### src/rtl/alu_pkg.sv
// Shared ALU command encoding and default datapath width.
package alu_pkg;

  localparam int unsigned ALU_W_DEF = 3;
  localparam int unsigned CMD_W     = 3;

  // All eight codes are legal; the issue queue only transports them.
  typedef enum logic [CMD_W-1:0] {
    ALU_ADD = 3'd0,
    ALU_SUB = 3'd1,
    ALU_AND = 3'd2,
    ALU_OR  = 3'd3,
    ALU_XOR = 3'd4,
    ALU_NOT = 3'd5,
    ALU_SHR = 3'd6,
    ALU_SLT = 3'd7
  } alu_cmd_t;

endpackage

### src/rtl/op_fifo.sv
// Operation FIFO: DEPTH entries of DW bits, wrap-bit pointers, occupancy count.
module op_fifo #(
  parameter int unsigned DW    = 9,
  parameter int unsigned DEPTH = 4
) (
  input  logic                       clk,
  input  logic                       rst_n,
  input  logic                       push,
  input  logic [DW-1:0]              wdata,
  input  logic                       pop,
  output logic [DW-1:0]              rdata,
  output logic                       full,
  output logic                       empty,
  output logic [$clog2(DEPTH):0]     count
);

  localparam int unsigned AW = $clog2(DEPTH);

  logic [DW-1:0] mem_q [DEPTH];
  logic [AW:0]   wptr_q, wptr_d;
  logic [AW:0]   rptr_q, rptr_d;
  logic          do_push, do_pop;

  // Full when indices match but wrap bits differ.
  assign count   = wptr_q - rptr_q;
  assign empty   = (wptr_q == rptr_q);
  assign full    = (wptr_q[AW] != rptr_q[AW]) && (wptr_q[AW-1:0] == rptr_q[AW-1:0]);
  assign do_push = push && !full;
  assign do_pop  = pop && !empty;
  assign rdata   = mem_q[rptr_q[AW-1:0]];

  // Pointer next-state; push and pop act on pre-edge occupancy.
  always_comb begin
    wptr_d = wptr_q;
    rptr_d = rptr_q;
    if (do_push) wptr_d = wptr_q + 1'b1;
    if (do_pop)  rptr_d = rptr_q + 1'b1;
  end

  // Pointer registers; reset empties the queue without clearing storage.
  always_ff @(posedge clk) begin
    if (!rst_n) begin
      wptr_q <= '0;
      rptr_q <= '0;
    end else begin
      wptr_q <= wptr_d;
      rptr_q <= rptr_d;
    end
  end

  // Storage write at the write index.
  always_ff @(posedge clk) begin
    if (do_push) mem_q[wptr_q[AW-1:0]] <= wdata;
  end

endmodule

### src/rtl/alu_issue_queue.sv
// ALU issue queue: FIFO of operations feeding a registered issue stage to an
// external combinational ALU, with a registered result slot under backpressure.
module alu_issue_queue
  import alu_pkg::*;
#(
  parameter int unsigned W     = ALU_W_DEF,
  parameter int unsigned DEPTH = 4
) (
  input  logic                   clk,
  input  logic                   rst_n,
  input  logic                   in_valid,
  input  logic [W-1:0]           in_a,
  input  logic [W-1:0]           in_b,
  input  logic [CMD_W-1:0]       in_cmd,
  output logic                   in_ready,
  output logic [W-1:0]           alu_a,
  output logic [W-1:0]           alu_b,
  output logic [CMD_W-1:0]       alu_cmd,
  input  logic [W-1:0]           alu_res,
  output logic                   res_valid,
  output logic [W-1:0]           res_data,
  output logic [CMD_W-1:0]       res_cmd,
  input  logic                   res_ready,
  output logic [$clog2(DEPTH):0] count
);

  localparam int unsigned DW = 2*W + CMD_W;

  logic              full, empty, push, pop;
  logic [DW-1:0]     head;
  logic              slot_free, advance;

  logic              issue_v_q, issue_v_d;
  logic [W-1:0]      alu_a_q, alu_a_d, alu_b_q, alu_b_d;
  logic [CMD_W-1:0]  alu_cmd_q, alu_cmd_d;
  logic              res_valid_q, res_valid_d;
  logic [W-1:0]      res_data_q, res_data_d;
  logic [CMD_W-1:0]  res_cmd_q, res_cmd_d;

  // Acceptance looks only at registered occupancy: no same-cycle pop bypass.
  assign in_ready  = !full;
  assign push      = in_valid && in_ready;
  assign slot_free = !res_valid_q || res_ready;
  assign advance   = !issue_v_q || slot_free;
  assign pop       = advance && !empty;

  op_fifo #(.DW(DW), .DEPTH(DEPTH)) u_fifo (
    .clk   (clk),
    .rst_n (rst_n),
    .push  (push),
    .wdata ({in_a, in_b, in_cmd}),
    .pop   (pop),
    .rdata (head),
    .full  (full),
    .empty (empty),
    .count (count)
  );

  // Issue and result stage next-state; a stalled result freezes both stages.
  always_comb begin
    issue_v_d   = issue_v_q;
    alu_a_d     = alu_a_q;
    alu_b_d     = alu_b_q;
    alu_cmd_d   = alu_cmd_q;
    res_valid_d = res_valid_q;
    res_data_d  = res_data_q;
    res_cmd_d   = res_cmd_q;
    if (advance) begin
      if (!empty) begin
        {alu_a_d, alu_b_d, alu_cmd_d} = head;
        issue_v_d = 1'b1;
      end else begin
        issue_v_d = 1'b0;   // operands keep their last values
      end
    end
    if (issue_v_q && slot_free) begin
      res_data_d  = alu_res;
      res_cmd_d   = alu_cmd_q;
      res_valid_d = 1'b1;
    end else if (res_ready) begin
      res_valid_d = 1'b0;
    end
  end

  // Stage registers with synchronous reset discarding in-flight work.
  always_ff @(posedge clk) begin
    if (!rst_n) begin
      issue_v_q   <= 1'b0;
      alu_a_q     <= '0;
      alu_b_q     <= '0;
      alu_cmd_q   <= '0;
      res_valid_q <= 1'b0;
      res_data_q  <= '0;
      res_cmd_q   <= '0;
    end else begin
      issue_v_q   <= issue_v_d;
      alu_a_q     <= alu_a_d;
      alu_b_q     <= alu_b_d;
      alu_cmd_q   <= alu_cmd_d;
      res_valid_q <= res_valid_d;
      res_data_q  <= res_data_d;
      res_cmd_q   <= res_cmd_d;
    end
  end

  assign alu_a     = alu_a_q;
  assign alu_b     = alu_b_q;
  assign alu_cmd   = alu_cmd_q;
  assign res_valid = res_valid_q;
  assign res_data  = res_data_q;
  assign res_cmd   = res_cmd_q;

endmodule

### config.mk
export PLATFORM = sky130hd
export DESIGN_NAME = alu_issue_queue
export DESIGN_NICKNAME = d
export VERILOG_FILES = /design/src/rtl/alu_pkg.sv /design/src/rtl/op_fifo.sv /design/src/rtl/alu_issue_queue.sv
export SDC_FILE = /design/constraint.sdc
export NUM_CORES = 1
export LEC_CHECK = 0
export BUFFER_PORTS_ARGS = -buffer_cell sky130_fd_sc_hd__buf_2
export CAP_MARGIN = 25
export CORE_ASPECT_RATIO = 0.9
export CORE_UTILIZATION = 25
export CTS_CLUSTER_SIZE = 30
export DETAILED_ROUTE_END_ITERATION = 7
export SLEW_MARGIN = 20
export SYNTH_ARGS = -nofsm -noshare
export SYNTH_HDL_FRONTEND = slang
export SYNTH_SLANG_ARGS = --single-unit
### constraint.sdc
create_clock -name clk -period 2.7 [get_ports clk]
set_clock_uncertainty 0.1 [all_clocks]
set_input_delay 0 -clock clk [delete_from_list [all_inputs] [get_ports clk]]
set_output_delay 0 -clock clk [all_outputs]
set_load 0.02 [all_outputs]
# After elaboration in Yosys (flattened, before gate mapping)
# Memories as Yosys holds them, arrays and structs flattened. A register that Yosys moved wholly into a read port is not among the register bits.
# Cells that the tools add are included.
# op_classes
n_addsub	3
n_eq_ne	3
mux	5
bitwise	1
n_reduce_logical	15
# op_table
operator	n
3-bit by 1-bit adder with 3-bit output, second input constant	2
1-bit logical AND	6
1-bit logical NOT	5
1-bit 2-to-1 mux	5
3-bit equality test	1
3-bit subtractor	1
2-bit equality test	1
1-bit logical OR	2
2-bit AND reduction	1
2-bit nonzero test	1
1-bit != test	1
1-bit inverter	1
# word_totals
regBits	14
ramBits	36
inputBits	16
out_inout_bits	20
word_cells	34
mem_count	1
# mem_list
memory	words	word_bits	read_ports	rd_clocked_by_memory_dff	wr	line_no	text
u_fifo.mem_q	4	9	1	1	1	op_fifo.sv:19	logic [DW-1:0] mem_q [DEPTH];

# Depth between registers and ports, before layout
# Gate-level depths: netlist (run 1).
# depth
word_depth	7
depth_mapped	7
ltp_nobuf	5

# Cells and area by module
# From an unflattened synthesis (run 1), not the netlist that was laid out.
# unflattened
hier_cells	193
area_unflattened_um2	2616.3
# modules_own_cells
mod	instances	cells_each	area_per_inst_um2	seq_area_each_um2
op_fifo	1	116	1911.8	1241.2
alu_issue_queue	1	77	704.4	340.3

# Least setup slack after synthesis (run 1)
# No wires, ideal clock.
# synth_path
path_type	register to register
startpoint	register u_fifo.rptr_q[1]
endpoint	memory u_fifo.mem_q[3][0], enable pin
arrival_time_ns	1.830
setup_slack_ns	0.433
stages_incl_launch_ff	7
path_buffers	1
cell_sequence	dfxtp_1 buf_2 inv_1 ha_1 and2_2 a21boi_1 and2_1
# synth_between
elab_chain_len	7
# synth_lines
element	line_no	text
start, declared	op_fifo.sv:21	logic [AW:0] rptr_q, rptr_d;
start signal, assigned	op_fifo.sv:47	rptr_q <= rptr_d;
2-bit equality test *	op_fifo.sv:27	assign full = (wptr_q[AW] != rptr_q[AW]) && (wptr_q[AW-1:0] == rptr_q[AW-1:0]);
1-bit logical AND *	op_fifo.sv:27	
1-bit logical NOT *	op_fifo.sv:28, alu_issue_queue.sv:41	
1-bit logical AND	alu_issue_queue.sv:42	assign push = in_valid && in_ready;
1-bit logical AND *	op_fifo.sv:28	assign do_push = push && !full;
1-bit 2-to-1 mux *	op_fifo.sv:53	if (do_push) mem_q[wptr_q[AW-1:0]] <= wdata;
1-bit 2-to-1 mux (not written as such) *	op_fifo.sv:53	
end, declared	op_fifo.sv:19	
# Mark *: on every way between the ends. The rest lies on a longest branch, timed or not.

# Worst setup path in the final report (run 1)
# layout_path
startpoint	register u_fifo.wptr_q[0]
endpoint	memory u_fifo.mem_q[1][8], enable pin
# layout_between
elab_chain_len	7
# layout_lines
element	line_no	text
start, declared	op_fifo.sv:20	logic [AW:0] wptr_q, wptr_d;
start signal, assigned	op_fifo.sv:46	wptr_q <= wptr_d;
2-bit equality test	op_fifo.sv:27	
1-bit logical AND	op_fifo.sv:27	
1-bit logical NOT	op_fifo.sv:28, alu_issue_queue.sv:41	
1-bit logical AND	alu_issue_queue.sv:42	
1-bit logical AND	op_fifo.sv:28	
1-bit 2-to-1 mux	op_fifo.sv:53	
1-bit 2-to-1 mux (not written as such)	op_fifo.sv:53	
# Several ways; a longest one is shown, not always the timed one.

==> results of run 1 <==
## layer usage
layer  share of wire, %  GRT usage (%)  up-vias
met5                  0              0        -
met4                1.2           4.74        0
met3                4.9           3.42        7
met2                 42           14.7       47
met1                 52           15.5      817
li1                   -              -      832
## area by class of cell
| type | instances | area (sq um) |
|---|---|---|
| clock buffers | 9 | 225 |
| clock inverters | 7 | 76.3 |
| fillers | 954 | 6520 |
| inverters | 8 | 30.0 |
| multi-input cells | 109 | 898 |
| flip-flops and latches | 59 | 1540 |
| well taps | 126 | 158 |
| repair buffers | 52 | 333 |
## power by group
part	leakage, nW	switching [mW]	total [mW]	internal [mW]
registers	0.519	0.0867	1.18	1.09
logic	0.582	0.574	0.956	0.381
clock network	0.142	0.415	1.13	0.717
## stage by stage
stage | hold WS (ns) | area (sq um)
finish | 0.00687 | 3260
detailed placement | 0.130 | 2840
floorplan | -0.00113 | 2540
global route | 0.0335 | 3260
CTS | 0.00314 | 3260
global placement | 0.133 | 2840
## how the worst max path moves through the flow
stage,start,endpoint,slack [ns],cells past startpoint
2_1_floorplan,u_fifo.rptr_q[1]$_SDFFE_PN0P_,u_fifo.mem_q[3][0]$_DFFE_PP_,0.43,6
3_3_place_gp,u_fifo.wptr_q[0]$_SDFFE_PN0P_,u_fifo.mem_q[1][5]$_DFFE_PP_,0.44,6
3_5_place_dp,u_fifo.wptr_q[0]$_SDFFE_PN0P_,u_fifo.mem_q[1][5]$_DFFE_PP_,0.32,6
4_1_cts,u_fifo.wptr_q[0]$_SDFFE_PN0P_,u_fifo.mem_q[1][4]$_DFFE_PP_,0.31,6
5_1_grt,u_fifo.wptr_q[0]$_SDFFE_PN0P_,u_fifo.mem_q[1][6]$_DFFE_PP_,0.22,6
6_report,u_fifo.wptr_q[0]$_SDFFE_PN0P_,u_fifo.mem_q[1][8]$_DFFE_PP_,0.33,6
## placed cells by master (no fill, tap or decap), drive strengths merged, types with 2 or more instances in the layout
master and n:
buf 40, edfxtp 36, nand3 24, dfxtp 23, dlygate4sd3 12, nand2 10, o2111ai 9, nand4 9
clkbuf 9, mux4 9, inv 8, a21oi 8, ha 7, o21ai 6, mux2i 5, and2 5
clkinv 4, nand2b 3, xnor2 2, clkinvlp 2
## logic make-up after synthesis
family / Yosys count / synth area share [%]
DFF: 59 / 60.7
and+or+nand+nor: 56 / 12.2
AOI/OAI and AO/OA: 28 / 7.49
buffers and inverters: 21 / 3.94
muxes: 14 / 10.1
adders and majority gates: 8 / 4.24
xor gates and xnor gates: 3 / 1.33
## sequential cells by signal, indices dropped and copies added, names as in the netlist
name,cells
u_fifo.mem_q,36
alu_b,3
alu_cmd,3
res_valid,1
res_data,3
res_cmd,3
alu_a,3
issue_v_q,1
u_fifo.wptr_q,3
u_fifo.rptr_q,3
## critical path, delay by kind of cell, from the launching register on
family	cells	cell delay, ns
AND/OR/NAND/NOR	2	0.71
flip-flops	1	0.38
adder cells (fa/ha/maj)	1	0.31
buffers and inverters	2	0.29
AO/OA/AOI/OAI	1	0.21
## timing repair
action	CTS	global route
hold buffers	12	0
setup endpoints to repair	0	0
endpoints found under the hold margin	39	0
==> results.md, run 1 <==
- Outcome: completed
- Reg-to-reg setup timing slack: 0.33 ns
- WL/cell: 14.2 um
- First-pass GRT wire length: 8590 um
- RSZ-0062 raised after global routing: no
- Syn Std Cell Area: 2540 sq um
- Fin. max-slew vios: 0
- Cell leakage power: 1.24 nW
- Routed Antenna Nets: 0
- Vias: 1,703
- Clock Sinks: 59
- Worst hold endpoint: u_fifo.wptr_q[2]$_SDFFE_PN0P_
- Initial antenna violation count: 0
- Worst-Margin Slew: 0.612 ns
- P per Cell Area: 1000 nW/um^2
- Mapped Nets: 213
- Peak supply drop: 0.419 mV
- Clk slew on worst S/H paths: 0.06 ns
- R2R depth: 6
- Starting density of the core: 26.0%
- Hold Vio Cnt, Final: 0
- #FFs+latches synth: 59
- Period utilisation layout: 88.0%
- Post-cts resize count: 0
- Most common cell in the netlist: edfxtp_1
- Setup Viol. Count Final: 0
- Final Power: 3.27 mW
- Post-DP HPWL: 3740 um
- DRT iter0 DRCs: 143
- Top post-synthesis cells by area: edfxtp_1 43%, dfxtp_1 18%, mux4_2 7.1%
- GPL Wtd Cong: 0.717
- PortBufs: 35
- DRC Markers: 0
- GRT overflow: 0
- Rel. slew slack: 59.2%
- Yosys warnings: 0
- Hold path cells: 3
- Std-Cell Core Area: 9780 sq um
- Setup WS pre-CTS: 0.317 ns
- Hold_sp: in_valid
- Critical Path Start Type: flop
- Dpl cells: 342
- Max Cap Viol: 0
- Critical path class: reg2reg
- Number of global-route vias before repair: 1,658
- CP arrival: 2.25 ns
- Worst min path class: in2reg
- Crit path cell chain: inv_1 > ha_1 > and2_2 > a21boi_1 > buf_4 > and2_1
- Total Nets Final: 263
- Post-Synthesis Cells: 189
- Area Overhead vs Synth: 28.4%
- Req. time, crit path: 2.58 ns
- Gr usage total: 10.8%
- Share of the synthesized area in the top cell type: 42.6%
- Post-layout util: 33.3%
- I/O Pins: 36
- Yosys cell types: 36
- Yosys top cell by area: edfxtp_1
- CTS Buffer Depth: 2
- Crit-path slowest cell: and2_1
- Crit path largest cell delay: 0.41 ns
- Synth async-reset ratio: 0%
- Chip height: 97.6 um
- Avg Inst Size Synth: 13.4 sq um
- Max Fanout on Critical Path: 13
- Antenna fix cells: 0
- CP endpoint kind: flop
- Vias per cell: 4.60
- Die W: 108 um
- Die area: 10,600 sq um
- Postcts setup bufs: 0
- Commonest cells post-synth: 36 x edfxtp_1, 24 x nand3_1, 23 x dfxtp_1
- Routed WL: 5270 um
- DRT Pass-1 Iters: 4
- Worst Slack Setup Final: 0.325 ns
- Sequential area share after synthesis: 60.7%
- H-tree Lvls: 3
- Max Freq: 421 MHz
- Share of cells above drive strength 1: 27.9%
- Capturing point of the worst reg2reg path: u_fifo.mem_q[1][8]$_DFFE_PP_
- Top FF cell, synth: edfxtp_1
- Fin Setup TNS: 0 ns
- Largest net degree at the start of global routing: 40
- Clock latency on the worst-skew pair: 0.33 ns
- CTS buffer count: 9
- R2r startpoint: u_fifo.wptr_q[0]$_SDFFE_PN0P_
- CTS tree: yes
- Root Driver: clkbuf_16
- Tmin final: 2.37 ns
- Post-synth EDFFs: 36
- Row cnt: 34
- Final cell count without fillers: 370
(Power assumes the default switching activity.)
==> inputs of run 2 (changes only) <==
--- a/config.mk
+++ b/config.mk
@@ -7,7 +7,7 @@
 export LEC_CHECK = 0
 export BUFFER_PORTS_ARGS = -buffer_cell sky130_fd_sc_hd__buf_2
 export CAP_MARGIN = 25
-export CORE_ASPECT_RATIO = 0.9
+export CORE_ASPECT_RATIO = 1.75
 export CORE_UTILIZATION = 25
 export CTS_CLUSTER_SIZE = 30
 export DETAILED_ROUTE_END_ITERATION = 7
==> results.md, run 2 (synthesized netlist as in run 1, its figures left out) <==
- Outcome: completed
- Post-DP HPWL: 3790 um (+1.6%)
- Number of global-route vias before repair: 1,700 (+2.5%)
- Critical path class: reg2reg
- Row cnt: 48 (+41%)
- Req. time, crit path: 2.58 ns (about the same)
- Largest register FFs: 36 (unchanged)
- Max Cap Viol: 0 (unchanged)
- Cell leakage power: 1.25 nW (+0.90%)
- Gr usage total: 10.9% (+0.034 points)
- GPL Wtd Cong: 0.698 (-2.6%)
- Leading cell type in the layout, fill and taps excluded: edfxtp_1
- Vias: 1,695 (-0.47%)
- I/O Pins: 36 (unchanged)
- RSZ-0062 raised after global routing: no
- Largest net degree at the start of global routing: 40 (unchanged)
- H-tree Lvls: 3 (unchanged)
- Rel. slew slack: 58.3% (-0.89 points)
- Root Driver: clkbuf_16
- CTS tree: yes
- Setup WS pre-CTS: 0.322 ns (+0.00469 ns)
- Fin Setup TNS: 0 ns (unchanged)
- Postcts setup bufs: 0 (unchanged)
- Setup Viol. Count Final: 0 (unchanged)
- Max Fanout on Critical Path: 9 (-4)
- Clock latency on the worst-skew pair: 0.33 ns (about the same)
- Most frequent cells in the layout: 36 x edfxtp_1, 35 x buf_2, 24 x nand3_1, 23 x dfxtp_1, 13 x dlygate4sd3_1
- Vias per cell: 4.58 (-0.47%)
- CP top delay family: simple AND/OR/NAND/NOR gates
- Period utilisation layout: 85.9% (-2.0 points)
- CP arrival: 2.20 ns (-0.05 ns)
- Hold Slack: 0.0456 ns (+0.0387 ns)
- Area Overhead vs Synth: 29.4%
- Starting density of the core: 25.8% (-0.17 points)
- Die W: 78.2 um (-28%)
- Peak supply drop: 0.447 mV (+6.5%)
- Crit-path slowest cell: and2_1
- Tmin final: 2.32 ns (-0.0552 ns)
- Max Freq: 431 MHz (+2.4%)
- Worst Slack Setup Final: 0.380 ns (+0.0552 ns)
- Antenna fix cells: 0 (unchanged)
- Crit path cell chain: inv_1 > ha_1 > and2_2 > a21boi_1 > and2_1
- # hold bufs at CTS: 13 (+1)
- Total Nets Final: 264 (+0.38%)
- CTS buffer count: 9 (unchanged)
- Area occupied by multi-input gates: 898 sq um (unchanged)
- Final Power: 3.33 mW (+1.9%)
- DRT iter0 DRCs: 129 (-9.8%)
- DRC Markers: 0 (unchanged)
- Routed WL: 5010 um (-4.8%)
- Crit path largest cell delay: 0.46 ns (+0.05 ns)
- Critical Path Start Type: flop
- Clock Sinks: 59 (unchanged)
- CTS Buffer Depth: 2 (unchanged)
- PortBufs: 35 (unchanged)
- Post-cts resize count: 0 (unchanged)
- Die area: 10,600 sq um (+0.15%)
- Initial antenna violation count: 0 (unchanged)
- Share of cells above drive strength 1: 27.3% (-0.52 points)
- Worst min path class: in2reg
- Fin. max-slew vios: 0 (unchanged)
- P per Cell Area: 1010 nW/um^2 (+1.1%)
- Hold Vio Cnt, Final: 0 (unchanged)
- Chip height: 135 um (+39%)
- Buf/Inv on CP: 1 (-1)
- WL/cell: 13.6 um (-4.8%)
- GRT overflow: 0 (unchanged)
- First-pass GRT wire length: 8380 um (-2.4%)
- Std-Cell Core Area: 9850 sq um (+0.67%)
- FILL cells: 988 (+3.6%)
- Register area: 1540 sq um (unchanged)
- DRT Pass-1 Iters: 4 (unchanged)
- CP endpoint kind: flop
- Clk slew on worst S/H paths: 0.05 ns (about the same)
- Routed Antenna Nets: 0 (unchanged)
- Worst-Margin Slew: 0.625 ns (+0.0134 ns)
run 2: cell types whose count changed in the layout (fill, tap and decap cells not counted), sizes merged:
cell and delta:
dlygate4sd3 +1, inv -1, bufinv +1
run 2: final cells by class:
type                            instances  share of cell area [%]
Sequential cell                        59                    46.9
Clock inverter                          7                    2.82
Tap cell                              125                    4.76
Inverter                                8                   0.914
Clock buffer                            9                    6.85
Timing Repair Buffer                   53                    10.4
Multi-Input combinational cell        109                    27.3
run 2: worst paths after layout:
check                                      end                           from  depth (start not counted)  slack (ns)
setup reg to reg  u_fifo.mem_q[3][4]$_DFFE_PP_  u_fifo.wptr_q[0]$_SDFFE_PN0P_                          5        0.38
hold / removal         res_cmd[2]$_SDFFE_PN0P_                      res_ready                          4        0.05
setup / recovery  u_fifo.mem_q[3][4]$_DFFE_PP_  u_fifo.wptr_q[0]$_SDFFE_PN0P_                          5        0.38
hold reg to reg        res_cmd[0]$_SDFFE_PN0P_        res_cmd[0]$_SDFFE_PN0P_                          2        0.37
run 2: per-stage QoR:
stage / cell area (sq um) / instances / util, %
2_1_floorplan: 2540 / 189 / -
3_3_place_gp: 2840 / 341 / 28.8
3_5_place_dp: 2840 / 341 / 28.8
4_1_cts: 3290 / 370 / 33.4
5_1_grt: 3290 / 370 / 33.4
6_report: 3290 / 370 / 33.4
run 2: per-layer routing:
metal / vias to the layer above / part of all wire [%] / GRT usage [%]
met1: 815 / 38 / 10.5
met3: 6 / 4.4 / 4.78
met5: - / 0 / 0
met2: 39 / 55 / 19.3
met4: 0 / 1.6 / 5.35
li1: 835 / - / -
run 2: worst reg2reg max path: stages, from the launching register on:
cell and delay, ns:
dfxtp_1 0.37, inv_1 0.10, ha_1 0.31, and2_2 0.21
a21boi_1 0.41, and2_1 0.47
run 2: power by group:
group	switching, mW	leakage (nW)	internal (mW)
combinational	0.567	0.586	0.397
sequential	0.0852	0.519	1.09
clock	0.385	0.149	0.802
==> inputs of run 3 (changes only) <==
--- a/config.mk
+++ b/config.mk
@@ -7,7 +7,7 @@
 export LEC_CHECK = 0
 export BUFFER_PORTS_ARGS = -buffer_cell sky130_fd_sc_hd__buf_2
 export CAP_MARGIN = 25
-export CORE_ASPECT_RATIO = 1.75
+export CORE_ASPECT_RATIO = 0.7
 export CORE_UTILIZATION = 25
 export CTS_CLUSTER_SIZE = 30
 export DETAILED_ROUTE_END_ITERATION = 7
==> results.md, run 3 (synthesized netlist as in run 1, its figures left out) <==
- Critical path class: reg2reg
- CP endpoint kind: flop
- Req. time, crit path: 2.56 ns (-0.02 ns)
- Design area: 3290 sq um (+0.23%)
- P per Cell Area: 1030 nW/um^2 (+2.0%)
- Hold Vio Cnt, Final: 0 (unchanged)
- Worst-Margin Slew: 0.643 ns (+0.0180 ns)
- CP startpoint: u_fifo.wptr_q[0]$_SDFFE_PN0P_
- Total Nets Final: 263 (-0.38%)
- Setup Viol. Count Final: 0 (unchanged)
- Capturing point of the worst reg2reg path: u_fifo.mem_q[1][7]$_DFFE_PP_
- Critical Path Start Type: flop
- Post-DP HPWL: 3660 um (-3.4%)
- Setup WS pre-CTS: 0.371 ns (+0.0487 ns)
- Routed WL: 5160 um (+2.9%)
- Most frequent cells in the layout: 36 x edfxtp_1, 35 x buf_2, 24 x nand3_1, 23 x dfxtp_1, 12 x dlygate4sd3_1
- Area Overhead vs Synth: 29.7%
- Fin. max-slew vios: 0 (unchanged)
- Row cnt: 30 (-38%)
- Clk slew on worst S/H paths: 0.05 ns (about the same)
- WL/cell: 13.9 um (+2.6%)
- DRC Markers: 0 (unchanged)
- Clock Sinks: 59 (unchanged)
- I/O Pins: 36 (unchanged)
- CTS Buffer Depth: 2 (unchanged)
- DRT iter0 DRCs: 91 (-29%)
- H-tree Lvls: 3 (unchanged)
- Crit path cell chain: inv_1 > ha_1 > and2_2 > a21boi_1 > and2_1
- Routed Antenna Nets: 0 (unchanged)
- Share of cells above drive strength 1: 27.2% (-0.19 points)
- Hold Slack: 0.00815 ns (-0.0374 ns)
- Number of global-route vias before repair: 1,672 (-1.6%)
- CTS tree: yes
- Max Fanout on Critical Path: 13 (+4)
- R2r startpoint: u_fifo.wptr_q[0]$_SDFFE_PN0P_
- Period utilisation layout: 86.7% (+0.79 points)
- Chip height: 86.3 um (-36%)
- Antenna fix cells: 0 (unchanged)
- R2R depth: 5 (unchanged)
- Hold_sp: in_valid
- Cell leakage power: 1.26 nW (+0.43%)
- CP arrival: 2.20 ns (about the same)
- DRT Pass-1 Iters: 4 (unchanged)
- Max Cap Viol: 0 (unchanged)
- Vias per cell: 4.58 (about the same)
- Largest net degree at the start of global routing: 40 (unchanged)
- Die area: 10,600 sq um (about the same)
- Outcome: completed
- Starting density of the core: 25.9% (+0.14 points)
- Leading cell type in the layout, fill and taps excluded: edfxtp_1
- Tmin final: 2.34 ns (+0.0213 ns)
- Crit path largest cell delay: 0.48 ns (+0.02 ns)
- Clock latency on the worst-skew pair: 0.32 ns (about the same)
- Post-layout util: 33.6% (+0.26 points)
- RSZ-0062 raised after global routing: no
- Rel. slew slack: 57.1% (-1.2 points)
- Max Freq: 427 MHz (-0.91%)
- Critical Path End: u_fifo.mem_q[1][7]$_DFFE_PP_
- Peak supply drop: 0.514 mV (+15%)
- Root Driver: clkbuf_16
- Worst Slack Setup Final: 0.359 ns (-0.0213 ns)
- Fin Setup TNS: 0 ns (unchanged)
- PortBufs: 35 (unchanged)
- Crit-path slowest cell: and2_1
- Worst min path class: in2reg
- Gr usage total: 11.1% (+0.23 points)
- Placed instance area: 2840 sq um (+0.13%)
- Die W: 122 um (+57%)
- CTS buffer count: 9 (unchanged)
- GPL Wtd Cong: 0.753 (+7.8%)
- Reg-to-reg setup timing slack: 0.36 ns (-0.02 ns)
- Initial antenna violation count: 0 (unchanged)
- Vias: 1,701 (+0.35%)
- GRT overflow: 0 (unchanged)
- Post-cts resize count: 0 (unchanged)
- First-pass GRT wire length: 8600 um (+2.6%)
- Std-Cell Core Area: 9800 sq um (-0.53%)
- Largest register FFs: 36 (unchanged)
run 3: cell count changes in the layout (fill, tap and decap cells not counted), sizes merged:
cell / before / now
clkinv: 4 / 2
dlygate4sd3: 13 / 12
clkbuf: 9 / 10
clkinvlp: 2 / 1
bufinv: 2 / 3
run 3: how the worst min path moves through the flow:
stage	endpoint	slack, ns	depth (start not counted)
final	u_fifo.wptr_q[2]$_SDFFE_PN0P_	0.008	3
after global routing	u_fifo.wptr_q[2]$_SDFFE_PN0P_	0.05	3
after CTS	u_fifo.wptr_q[2]$_SDFFE_PN0P_	0.007	3
after detailed placement	u_fifo.mem_q[1][7]$_DFFE_PP_	0.12	1
after global placement	u_fifo.mem_q[3][5]$_DFFE_PP_	0.12	1
after floorplan	u_fifo.mem_q[0][0]$_DFFE_PP_	-0.001	0
run 3: layout make-up:
type	instances	area, sq um
fillers	952	6500
well taps	128	160
clock buffers	10	229
repair buffers	52	333
flip-flops and latches	59	1540
multi-input cells	109	898
inverters	8	30.0
clock inverters	5	103
run 3: what timing repair did:
action	CTS	global route
buffers inserted	0	0
hold buffers	12	0
endpoints found under the hold margin	39	0
run 3: critical path, delay by kind of cell, from the launching register on:
kind	cells	cell delay, ns
flops	1	0.37
compound gates	1	0.30
simple gates	2	0.79
buf+inv	1	0.10
fa+ha+maj	1	0.31
run 3: power by group:
group,internal (mW),switching (mW)
Sequential,1.09,0.0892
Clock,0.893,0.372
Combinational,0.380,0.578
Total,2.37,1.04
run 3: routing by layer:
| metal | vias to the layer above | global-route usage (%) | routed length (um) |
|---|---|---|---|
| met5 | - | 0 | 0 |
| met4 | 0 | 4.66 | 83 |
| met3 | 10 | 4.34 | 309 |
| met2 | 43 | 15.8 | 2200 |
| met1 | 821 | 14.9 | 2560 |
| li1 | 827 | - | - |
run 3: stage by stage:
stage	std cells	total power, mW
global route	371	3.58
finish	371	3.41
floorplan	189	1.89
global placement	344	2.15
detailed placement	344	2.15
CTS	371	3.44
